## src/rtl/reorder_buffer.sv

```systemverilog
// reorder_buffer: in-order reorder buffer fed by the rename stage.
//
// Allocates one entry per renamed instruction at the tail. Each entry holds the
// architectural rd, the new physical tag and the previous mapping. Entries are
// marked done when they complete, and at most one entry retires per cycle from
// the head, in program order. On retirement the superseded physical register
// goes back to the free pool.
//
// Ports:
//   clk, rst                       clock (rising edge), async active-high reset
//   alloc_valid / alloc_ready      allocation handshake (ready = !full, no bypass)
//   alloc_reg_write, alloc_areg,   fields of the instruction being allocated
//   alloc_preg, alloc_old_preg,
//   alloc_pc
//   alloc_idx                      ROB index this allocation will occupy (tail)
//   cmpl_valid, cmpl_idx           completion of the instruction at cmpl_idx
//   retire_valid                   one-cycle pulse per retired entry
//   retire_areg/preg/pc            fields of the retired entry (held otherwise)
//   push_free_reg, freed_reg       physical register returned to the free pool
//   count, empty, full             occupancy status
module reorder_buffer #(
    parameter int unsigned DEPTH      = 16,
    parameter int unsigned IDX_WIDTH  = 4,
    parameter int unsigned PREG_WIDTH = 6,
    parameter int unsigned AREG_WIDTH = 5
) (
    input  logic                  clk,
    input  logic                  rst,
    input  logic                  alloc_valid,
    output logic                  alloc_ready,
    input  logic                  alloc_reg_write,
    input  logic [AREG_WIDTH-1:0] alloc_areg,
    input  logic [PREG_WIDTH-1:0] alloc_preg,
    input  logic [PREG_WIDTH-1:0] alloc_old_preg,
    input  logic [31:0]           alloc_pc,
    output logic [IDX_WIDTH-1:0]  alloc_idx,
    input  logic                  cmpl_valid,
    input  logic [IDX_WIDTH-1:0]  cmpl_idx,
    output logic                  retire_valid,
    output logic [AREG_WIDTH-1:0] retire_areg,
    output logic [PREG_WIDTH-1:0] retire_preg,
    output logic [31:0]           retire_pc,
    output logic                  push_free_reg,
    output logic [PREG_WIDTH-1:0] freed_reg,
    output logic [IDX_WIDTH:0]    count,
    output logic                  empty,
    output logic                  full
);

    localparam logic [IDX_WIDTH:0] FULL_COUNT = (IDX_WIDTH + 1)'(DEPTH);

    // Entry storage
    logic [DEPTH-1:0]      ent_valid;
    logic [DEPTH-1:0]      ent_done;
    logic [DEPTH-1:0]      ent_reg_write;
    logic [AREG_WIDTH-1:0] ent_areg     [DEPTH];
    logic [PREG_WIDTH-1:0] ent_preg     [DEPTH];
    logic [PREG_WIDTH-1:0] ent_old_preg [DEPTH];
    logic [31:0]           ent_pc       [DEPTH];

    logic [IDX_WIDTH-1:0] head;
    logic [IDX_WIDTH-1:0] tail;
    logic [IDX_WIDTH:0]   count_d;

    logic                  alloc_fire;
    logic                  retire_fire;
    logic [PREG_WIDTH-1:0] freed_reg_d;

    always_comb begin
        full        = (count == FULL_COUNT);
        empty       = (count == '0);
        alloc_ready = !full;
        alloc_idx   = tail;
        alloc_fire  = alloc_valid && alloc_ready;
        // done is read from state only, so a completion landing this edge is
        // seen by the retire check one edge later.
        retire_fire = ent_valid[head] && ent_done[head];
    end

    // Occupancy: simultaneous allocate and retire leaves count unchanged.
    always_comb begin
        count_d = count;
        unique case ({alloc_fire, retire_fire})
            2'b10:   count_d = count + (IDX_WIDTH + 1)'(1);
            2'b01:   count_d = count - (IDX_WIDTH + 1)'(1);
            default: count_d = count;
        endcase
    end

    // x0 writes never consume their popped tag, so the new tag is returned
    // instead of the old mapping.
    always_comb begin
        freed_reg_d = '0;
        if (ent_reg_write[head]) begin
            freed_reg_d = (ent_areg[head] != '0) ? ent_old_preg[head] : ent_preg[head];
        end
    end

    // Valid/done flags. Allocation never targets the retiring slot: when the
    // buffer is empty the head slot is invalid, and when full allocation is off.
    always_ff @(posedge clk or posedge rst) begin
        if (rst) begin
            ent_valid <= '0;
            ent_done  <= '0;
        end else begin
            if (cmpl_valid && ent_valid[cmpl_idx]) begin
                ent_done[cmpl_idx] <= 1'b1;
            end
            if (retire_fire) begin
                ent_valid[head] <= 1'b0;
                ent_done[head]  <= 1'b0;
            end
            if (alloc_fire) begin
                ent_valid[tail] <= 1'b1;
                ent_done[tail]  <= 1'b0;
            end
        end
    end

    // Payload fields are only meaningful while valid, so they need no reset.
    always_ff @(posedge clk) begin
        if (alloc_fire) begin
            ent_reg_write[tail] <= alloc_reg_write;
            ent_areg[tail]      <= alloc_areg;
            ent_preg[tail]      <= alloc_preg;
            ent_old_preg[tail]  <= alloc_old_preg;
            ent_pc[tail]        <= alloc_pc;
        end
    end

    // Pointers wrap naturally since DEPTH == 2**IDX_WIDTH.
    always_ff @(posedge clk or posedge rst) begin
        if (rst) begin
            head  <= '0;
            tail  <= '0;
            count <= '0;
        end else begin
            if (alloc_fire) begin
                tail <= tail + IDX_WIDTH'(1);
            end
            if (retire_fire) begin
                head <= head + IDX_WIDTH'(1);
            end
            count <= count_d;
        end
    end

    // Registered retire / free-list outputs.
    always_ff @(posedge clk or posedge rst) begin
        if (rst) begin
            retire_valid  <= 1'b0;
            retire_areg   <= '0;
            retire_preg   <= '0;
            retire_pc     <= '0;
            push_free_reg <= 1'b0;
            freed_reg     <= '0;
        end else begin
            retire_valid  <= retire_fire;
            push_free_reg <= retire_fire && ent_reg_write[head];
            if (retire_fire) begin
                retire_areg <= ent_areg[head];
                retire_preg <= ent_preg[head];
                retire_pc   <= ent_pc[head];
                freed_reg   <= freed_reg_d;
            end
        end
    end

endmodule
```

## config.mk

```make
export PLATFORM = sky130hd
export DESIGN_NAME = reorder_buffer
export DESIGN_NICKNAME = d
export VERILOG_FILES = /design/src/rtl/reorder_buffer.sv
export SDC_FILE = /design/constraint.sdc
export NUM_CORES = 1
export LEC_CHECK = 0
export ABC_AREA = 1
export CAP_MARGIN = 20
export CORE_AREA = 2 2 260 262
export DETAILED_ROUTE_END_ITERATION = 10
export DIE_AREA = 0 0 262 264
export DONT_BUFFER_PORTS = 1
export PLACE_DENSITY = 0.7
export RECOVER_POWER = 25
export REMOVE_ABC_BUFFERS = 1
export SYNTH_ARGS = -nofsm -noshare
export SYNTH_HDL_FRONTEND = slang
export SYNTH_SLANG_ARGS = --single-unit
```

## constraint.sdc

```tcl
create_clock -name clk -period 5 [get_ports clk]
set_input_delay 0.75 -clock clk [delete_from_list [all_inputs] [get_ports clk]]
set_output_delay 0.75 -clock clk [all_outputs]
set_load 0.02 [all_outputs]
```

==> After elaboration in Yosys (flattened, before gate mapping) <==
Memory sizes are Yosys's and may differ from the RTL's. A register that Yosys moved wholly into a read port is not among the register bits.
Index checks and enable logic that the tools add are counted.
{ "word_totals": {"input_bits": 58, "word_cells": 71, "out_inout_bits": 63, "regBits": 80, "mem_count": 4, "mem_bits_rw": 784} }
{ "op_classes": {"n_lt_le_gt_ge": 6, "eq_ne": 3, "n_mux": 25, "reduce_logical": 11, "n_addsub": 4, "bitwise": 7} }
{ "memory_table": {"columns": ["memory", "depth", "word_bits", "rd", "rd_clocked_by_memory_dff", "wr", "line_no", "text"], "rows": [
  ["ent_pc", 16, 32, 1, 1, 1, "59", "logic [31:0] ent_pc [DEPTH];"],
  ["ent_old_preg", 16, 6, 1, 0, 1, "58", "logic [PREG_WIDTH-1:0] ent_old_preg [DEPTH];"],
  ["ent_preg", 16, 6, 1, 0, 1, "57", "logic [PREG_WIDTH-1:0] ent_preg [DEPTH];"],
  ["ent_areg", 16, 5, 1, 0, 1, "56", "logic [AREG_WIDTH-1:0] ent_areg [DEPTH];"]
]} }
{ "op_table": {"columns": ["op", "n"], "rows": [
  ["$mux 16", 5],
  ["$and 16x16->16", 3],
  ["$not 16->16", 2],
  ["$or 16x16->16", 2],
  ["$bmux 1 s4", 4],
  ["$bwmux 16", 1],
  ["$lt 4x5->1 const B", 3],
  ["$demux 1 s4", 3],
  ["$ge 4x1->1 const B", 3],
  ["$mux 6", 2],
  ["$pmux 5 s2", 1],
  ["$mux 1", 9],
  ["$add 4x1->4 const B", 2],
  ["$logic_and 1x1->1", 7],
  ["$add 5x1->5 const B", 1],
  ["$eq 5x5->1 const B", 1],
  ["$logic_not 5->1", 1],
  ["$reduce_bool 5->1", 1],
  ["$sub 5x1->5 const B", 1],
  ["$eq 2x1->1 const B", 1],
  ["$eq 2x2->1 const B", 1],
  ["$reduce_bool 2->1", 1],
  ["$logic_not 1->1", 1]
]} }

==> Depth between registers and ports, before layout <==
Gate-level depths: netlist of the first run.
{ "logic_depth": {"word_depth": 10, "mapped_depth": 25} }

==> Least setup slack after synthesis of the first run <==
OpenSTA, ideal clock, no wires.
{ "synth_path": {"path_kind": "reg2reg", "start": "reg count[0]", "end": "mem ent_areg[10][0], enable pin", "setup_slack_ps": 2030, "setup_ps": 404, "path_stages_with_launch": 8, "path_buffers": 1, "arrival_ps": 2566, "synth_period_minus_slack_ps": 2970, "required_ps": 4596, "path_cell_list": "dfrtp_1 > nor4_1 > nand2_1 > nand2_1 > inv_1 > clkbuf_1 > nand3_1 > inv_1"} }
{ "synth_between": {"elab_chain_cells": 5} }
{ "synth_rtl": {"columns": ["element", "line_no", "text"], "rows": [
  ["start: declaration", "45", "output logic [IDX_WIDTH:0] count,"],
  ["start signal: assignment", "144", "count <= count_d;"],
  ["$eq 5x5->1", "70", "full = (count == FULL_COUNT);"],
  ["$logic_not 1->1", "72", "alloc_ready = !full;"],
  ["net alloc_ready", "30", "output logic alloc_ready,"],
  ["$logic_and 1x1->1", "74", "alloc_fire = alloc_valid && alloc_ready;"],
  ["$mux 1", "122", "if (alloc_fire) begin"],
  ["$mux 1 (not written as such)", "124", "ent_areg[tail] <= alloc_areg;"],
  ["end: declaration", "56", null]
]} }
The timed path passes the listed nets, and every way through them passes these cells.

==> Worst setup path after layout of the first run <==
{ "layout_path": {"start": "reg head[0]", "end": "reg count[4]"} }
{ "layout_between": {"elab_chain_cells": 5, "elab_cells_between_ends": 9} }
{ "layout_rtl": {"columns": ["element", "line_no", "text"], "rows": [
  ["start: declaration", "61", "logic [IDX_WIDTH-1:0] head;"],
  ["start signal: assignment", "142", "head <= head + IDX_WIDTH'(1);"],
  ["$bmux 1 s4", "77", "retire_fire = ent_valid[head] && ent_done[head];"],
  ["$mux 1 (not written as such)", "77", null],
  ["$logic_and 1x1->1 (*)", "77", null],
  ["net retire_fire", "66", "logic retire_fire;"],
  ["$eq 2x1->1 / $eq 2x2->1 (equally long branches)", "83", "unique case ({alloc_fire, retire_fire})"],
  ["$pmux 5 s2 / $reduce_bool 2->1 (equally long branches)", null, null]
]} }
The timed path passes the listed nets; every way through them passes the cells marked *. The select of a mux whose other input is x is not followed.
A chain may end at the register's enable or synchronous reset.

==> impl_metrics.py, run 1 <==
metrics = {
    "power": {
        "p_leak_nw": 14.2,
        "p_sw_frac": 0.380,
        "ir_drop_mv": 0.702,
        "combinationalPowerShare": 0.319,
        "p_sw_mw": 9.29,
        "finalPower_mw": 24.5,
        "p_per_area_nw_per_um2": 616,
        "clkPwrFrac": 0.273,
        "seq_power_share": 0.408,
        "p_int_mw": 15.2,
    },
    "setup_path": {
        "end_kind": "register",
        "cpPeakStageDelay_ps": 600,
        "reg2reg_depth": 22,
        "rr_endpoint": "count[4]$_DFFE_PP0P_",
        "path_common_cell": "nand2_1",
        "crit_type": "reg2reg",
        "path_cells": "inv_8 > nand2_1 > o211ai_1 > nand2_1 > nand2_1 > nand2_1 > inv_1 > nand3_1 > nand2_4 > inv_1 > ha_1 > xor2_1 > ha_1 > inv_1 > nand2_1 > nand2_1 > nand2_1 > a21oi_1 > nand2_1 > nand2_1 > nor2_1 > xor2_1",
        "crit_path_top_delay_cell": "dfrtp_4",
        "required_ps": 5520,
        "r2r_setup_slack_ps": 1010,
        "r2r-start": "head[0]$_DFFE_PP0N_",
        "start_kind": "register",
        "cp_data_arrival_time_ps": 4510,
        "worst-path-max-fanout": 80,
        "crit_start": "head[0]$_DFFE_PP0N_",
        "endpoint": "count[4]$_DFFE_PP0P_",
    },
    "global_route": {
        "use_met1": 0.372,
        "grt_start_max_net_pins": 231,
        "busiest_layer": "met2",
        "grtUsageMet3": 0.0425,
        "met2_usage": 0.426,
        "grt_remaining_overflow": 0,
        "antenna_found_initial": 0,
        "grt_pass1_vias": 22992,
        "grtUsageTotal": 0.263,
        "grt_pass1_wl_mm": 138,
    },
    "place": {
        "post-place-ws_ps": 1070,
        "placed_area_um2": 36700,
        "place_congestion": 0.880,
        "post-place-cells": 3743,
        "dpl.hpwl_mm": 48.9,
        "numPortBuffers": 0,
    },
    "yosys": {
        "synthAdderAreaFrac": 0.00416,
        "synth_area_per_cell_um2": 12.0,
        "synth.distinct_cells": 32,
        "synth-edff-count": 800,
        "ys.flop_type": "edfxtp_1",
        "synth_mux_area_frac": 0,
        "synth_xor_area_frac": 0.00243,
        "ys_ff_latch": 896,
        "netlist_area_um2": 36100,
        "yosysWarnings": 0,
        "syn-instance-count": 3001,
        "synth_seq_area_share": 0.733,
        "synth_compound_area_frac": 0.0959,
        "synth_simple_gate_area_frac": 0.127,
        "async_flop_share": 0.107,
        "synth_top_family_by_area": "simple AND/OR/NAND/NOR gates",
    },
    "sta": {
        "setup_tns_ps": 0,
        "rsz0062_at_grt": "no",
        "final-setup-viol-count": 0,
        "finalHoldViolCount": 0,
        "fin_worst_skew_ps": 40.5,
        "setup_ws_ps": 1010,
        "finalCritPeriodShare": 0.799,
        "min_period_ps": 3990,
        "relSlewSlack": 0.268,
        "max_clock_freq_mhz": 250,
        "tightest_slew_ps": 1100,
        "finalMaxSlewViolations": 0,
        "hold_ws_ps": 169,
    },
    "die": {
        "die_x_um": 262,
        "die_height_um": 264,
        "io_pins": 121,
        "die_area_um2": 69200,
        "start_util": 0.542,
        "core_um2": 66600,
        "row_count": 95,
    },
    "clock_tree": {
        "numCtsBuffers": 91,
        "clk_pin_slew_ps": 70,
        "clockBufferDepth": 3,
        "htreeDepth": 3,
        "cts-root-buf": "clkbuf_16",
        "insertion_delay_ps": 680,
        "clock-sinks": 896,
        "cts_resized": 0,
        "post-cts-setup-buffers": 0,
        "cts_tree": "done",
    },
    "finish": {
        "reg_top3": "ent_pc x512, ent_old_preg x96, ent_preg x96",
        "drive_gt1_frac": 0.0737,
        "syn_to_final_growth_pct": 10.1,
        "mostFrequentLayoutCells": "edfxtp_1, nand2_1, nor2_1",
        "fin_area_um2": 39700,
        "largest_register": "ent_pc",
        "fin_cells": 3911,
        "largest_reg_flops": 512,
        "final_util": 0.596,
        "antenna_cells": 0,
        "fin_nets": 3035,
        "layout_commonest_cell": "edfxtp_1",
    },
    "route": {
        "vias": 23409,
        "route.final.wire_length_mm": 91.1,
        "avgViaCountPerCell": 5.99,
        "drc": 0,
        "antenna_left": 0,
        "firstDrtPassIters": 6,
        "wl_per_cell_um": 23.3,
        "drt-initial-drc-count": 2675,
    },
    "run": {
        "cap_violations": 0,
    },
    "worst_hold_path": {
        "hold_class": "in2reg",
    },
    "status": {
        "status": "finished clean",
    },
}
-- timing repair --
item | CTS | global route
hold buffers | 1 | 0
setup endpoints to repair | 0 | 0
hold endpoints to repair | 27 | 0
-- worst min path at each step --
stage	from	to	slack [ps]	cells past startpoint
final	alloc_pc[20]	ent_pc[15][20]$_DFFE_PP_	170	0
after global routing	alloc_pc[20]	ent_pc[11][20]$_DFFE_PP_	140	0
after CTS	alloc_pc[0]	ent_pc[11][0]$_DFFE_PP_	140	0
after detailed placement	ent_valid[5]$_DFF_PP0_	ent_valid[5]$_DFF_PP0_	490	2
after global placement	ent_valid[5]$_DFF_PP0_	ent_valid[5]$_DFF_PP0_	490	2
after floorplan	ent_valid[2]$_DFF_PP0_	ent_valid[2]$_DFF_PP0_	440	2
-- layer usage --
layer / share of wire / routed length (um)
met5: 0 / 0
met1: 0.41 / 36900
met2: 0.49 / 44300
met4: 0.022 / 2040
met3: 0.085 / 7780
-- kinds of logic after synthesis --
group	after synthesis
and+or+nand+nor	1141
DFF	896
AOI/OAI and AO/OA	644
buffers and inverters	298
adders and majority gates	12
xor gates and xnor gates	10
-- worst max-delay path: cells and delay by family (launching register included) --
| kind | cells | cell delay, ps |
|---|---|---|
| XOR/XNOR | 2 | 320 |
| AND/OR/NAND/NOR | 12 | 1320 |
| adder cells (fa/ha/maj) | 2 | 540 |
| flip-flops | 1 | 600 |
| AO/OA/AOI/OAI | 2 | 270 |
| buffers and inverters | 4 | 780 |
-- synth_stat cells, types with 11 or more instances --
master      n  share of area
edfxtp_1  800           0.67
nand2_1   541          0.056
nor2_1    402          0.042
o21ai_0   345          0.048
o22ai_1   157          0.027
nand3_1   149          0.021
inv_1     115          0.012
dfrtp_1    96          0.067
clkbuf_1   81         0.0084
a21oi_1    78          0.011
buf_2      58         0.0080
o21ai_1    48         0.0067
buf_4      22         0.0046
nor3_1     16         0.0022
ha_1       12         0.0042
buf_6      11         0.0034
or2_2      11         0.0019
-- area by class of cell --
type                            instances  area (um^2)
Multi-Input combinational cell       1807         8310
Timing Repair Buffer                   49          453
Clock inverter                         43          474
Clock buffer                          123         2470
Inverter                              120          465
Fill cell                            5137        26900
Sequential cell                       896        26400
Tap cell                              873         1090
-- power by group through the flow --
stage	clock network (mW)	registers (mW)	logic, mW
finish	6.67	9.99	7.79
detailed placement	0	10.1	7.65
floorplan	0	10.3	4.79
global placement	0	10.1	7.45
global route	7.02	10.1	8.59
CTS	6.73	9.99	7.71
Note: power is estimated with default switching activity, not from simulation.
==> inputs of run 2 (changes only) <==
--- a/config.mk
+++ b/config.mk
@@ -11,7 +11,7 @@
 export DETAILED_ROUTE_END_ITERATION = 10
 export DIE_AREA = 0 0 262 264
 export DONT_BUFFER_PORTS = 1
-export PLACE_DENSITY = 0.7
+export PLACE_DENSITY = 0.72
 export RECOVER_POWER = 25
 export REMOVE_ABC_BUFFERS = 1
 export SYNTH_ARGS = -nofsm -noshare
==> constraint.sdc (replaced) <==
create_clock -name clk -period 3.6 [get_ports clk]
set_input_delay 0.54 -clock clk [delete_from_list [all_inputs] [get_ports clk]]
set_output_delay 0.54 -clock clk [all_outputs]
set_load 0.02 [all_outputs]
==> run 2 against run 1 <==
  * Utilization rose by 1.1 points
  * Cell count is 1.3% higher
  * Routed wire length barely moved
  * Cell area increased by 1.8%
  * Hold slack got worse by 66 ps
  * Die area unchanged
  * Total power grew 40%
  * Critical path type unchanged
==> impl_metrics.py, run 2 (synthesis gave the netlist of run 1 again) <==
metrics = {
    "status": {
        "status": "finished clean",
    },
    "die": {
        "die_x_um": 262,
        "row_count": 95,
        "die_area_um2": 69200,
        "start_util": 0.542,
        "io_pins": 121,
        "core_um2": 66600,
        "die_height_um": 264,
    },
    "finish": {
        "reg_top3": "ent_pc x512, ent_old_preg x96, ent_preg x96",
        "drive_gt1_frac": 0.0765,
        "seqCellArea_um2": 26400,
        "largest_reg_flops": 512,
        "syn_to_final_growth_pct": 12.0,
        "final_util": 0.607,
        "multi_input_area_um2": 8310,
        "layout_commonest_cell": "edfxtp_1",
        "fin_area_um2": 40400,
        "fin_cells": 3963,
        "fin_nets": 3085,
        "nFillCells": 4949,
        "mostFrequentLayoutCells": "edfxtp_1, nand2_1, nor2_1",
        "largest_register": "ent_pc",
    },
    "sta": {
        "rsz0062_at_grt": "no",
        "final-setup-viol-count": 0,
        "setup_tns_ps": 0,
        "relSlewSlack": 0.273,
        "tightest_slew_ps": 1090,
        "setup_ws_ps": 380,
        "min_period_ps": 3220,
        "finalCritPeriodShare": 0.894,
        "finalMaxSlewViolations": 0,
        "fin_worst_skew_ps": 23.8,
        "max_clock_freq_mhz": 311,
        "finalHoldViolCount": 0,
    },
    "setup_path": {
        "required_ps": 4120,
        "worst-path-max-fanout": 19,
        "r2r-start": "head[0]$_DFFE_PP0N_",
        "crit_start": "head[0]$_DFFE_PP0N_",
        "cp_data_arrival_time_ps": 3730,
        "crit_type": "reg2reg",
        "end_kind": "register",
        "start_kind": "register",
    },
    "global_route": {
        "grt_start_max_net_pins": 207,
        "antenna_found_initial": 7,
        "grt_pass1_vias": 23150,
        "grtUsageTotal": 0.263,
        "grt_pass1_wl_mm": 138,
        "grt_remaining_overflow": 0,
    },
    "power": {
        "p_sw_mw": 12.9,
        "clkPwrFrac": 0.270,
        "p_per_area_nw_per_um2": 845,
        "combinationalPowerShare": 0.324,
        "p_leak_nw": 14.4,
        "p_int_mw": 21.3,
        "seq_power_share": 0.406,
        "p_sw_frac": 0.377,
        "ir_drop_mv": 0.653,
    },
    "clock_tree": {
        "insertion_delay_ps": 650,
        "clk_pin_slew_ps": 70,
        "numCtsBuffers": 86,
        "clock-sinks": 896,
        "cts-root-buf": "clkbuf_16",
        "cts_tree": "done",
        "htreeDepth": 3,
        "clockBufferDepth": 3,
    },
    "place": {
        "numPortBuffers": 0,
        "placed_area_um2": 37000,
        "dpl.hpwl_mm": 47.4,
        "post-place-cells": 3749,
        "post-place-ws_ps": 433,
        "place_congestion": 0.907,
    },
    "route": {
        "firstDrtPassIters": 5,
        "drt-initial-drc-count": 2730,
        "route.final.wire_length_mm": 91.1,
        "drc": 0,
        "wl_per_cell_um": 23.0,
        "antenna_left": 0,
        "avgViaCountPerCell": 5.97,
        "vias": 23673,
    },
    "run": {
        "cap_violations": 0,
    },
    "worst_hold_path": {
        "hp-start": "cmpl_valid",
        "hold_class": "in2reg",
    },
}
==> run 2: cell count changes in the layout (fill, tap and decap cells not counted), sizes merged <==
cell,change
dlygate4sd3,+50
clkbuf,-14
buf,+5
bufinv,+5
clkinv,-5
clkinvlp,+4
diode,+4
inv,+3
==> run 2: metrics by stage <==
step	hold slack, ps	total power, mW
after global routing	90.2	35.9
final	103	34.1
after CTS	67.8	34.2
after floorplan	441	20.3
after global placement	462	24.4
after detailed placement	471	24.8
==> run 2: routing by layer <==
layer | share of wire | track usage
met1 | 0.40 | 0.361
met2 | 0.48 | 0.430
met3 | 0.091 | 0.0501
met4 | 0.023 | 0.0757
met5 | 0.00045 | 0
==> run 2: worst max-delay path, cell delays in order, from the launching register on <==
cell	delay (ps)
dfrtp_4	600
inv_8	170
nand2_1	70
o211ai_1	80
nand2_1	70
nand2_1	60
nand2_1	50
inv_1	50
nand3_1	100
nand2_4	230
inv_1	170
ha_1	290
xor2_1	180
ha_1	210
inv_1	60
nand2_1	60
nand2_1	70
nand2_1	50
a21oi_1	170
nand2_1	80
nand2_1	60
nor2_1	50
xor2_1	130
==> run 2: repair_timing <==
| item | 4_1_cts | 5_1_grt |
|---|---|---|
| setup buffers | 0 | 0 |
| hold buffers | 51 | 0 |
| gates resized for setup | 0 | 0 |
| endpoints found under the hold margin | 844 | 0 |
==> run 2: area by class of cell <==
| type | instances | share of cell area |
|---|---|---|
| Multi-Input combinational cell | 1807 | 0.206 |
| Clock buffer | 109 | 0.0564 |
| Timing Repair Buffer | 104 | 0.0302 |
| Tap cell | 873 | 0.0270 |
| Antenna cell | 4 | 0.000248 |
| Clock inverter | 50 | 0.0148 |
| Sequential cell | 896 | 0.654 |
| Inverter | 120 | 0.0115 |
==> run 2: final timing paths <==
kind	endpoint	slack [ps]	cells after the start
max	count[4]$_DFFE_PP0P_	380	22
min	ent_done[5]$_DFF_PP0_	100	3
max reg2reg	count[4]$_DFFE_PP0P_	380	22
min reg2reg	ent_valid[2]$_DFF_PP0_	490	2
max in group asynchronous	head[0]$_DFFE_PP0N_	2300	3
min in group asynchronous	retire_areg[3]$_DFFE_PP0N_	510	2
==> run 2: power by group through the flow <==
stage / Sequential (mW) / Clock (mW) / Combinational (mW)
5_1_grt: 14.0 / 9.74 / 12.2
2_1_floorplan: 14.2 / 0 / 6.06
6_report: 13.9 / 9.23 / 11.0
3_3_place_gp: 14.0 / 0 / 10.4
3_5_place_dp: 14.1 / 0 / 10.7
4_1_cts: 13.9 / 9.33 / 11.0
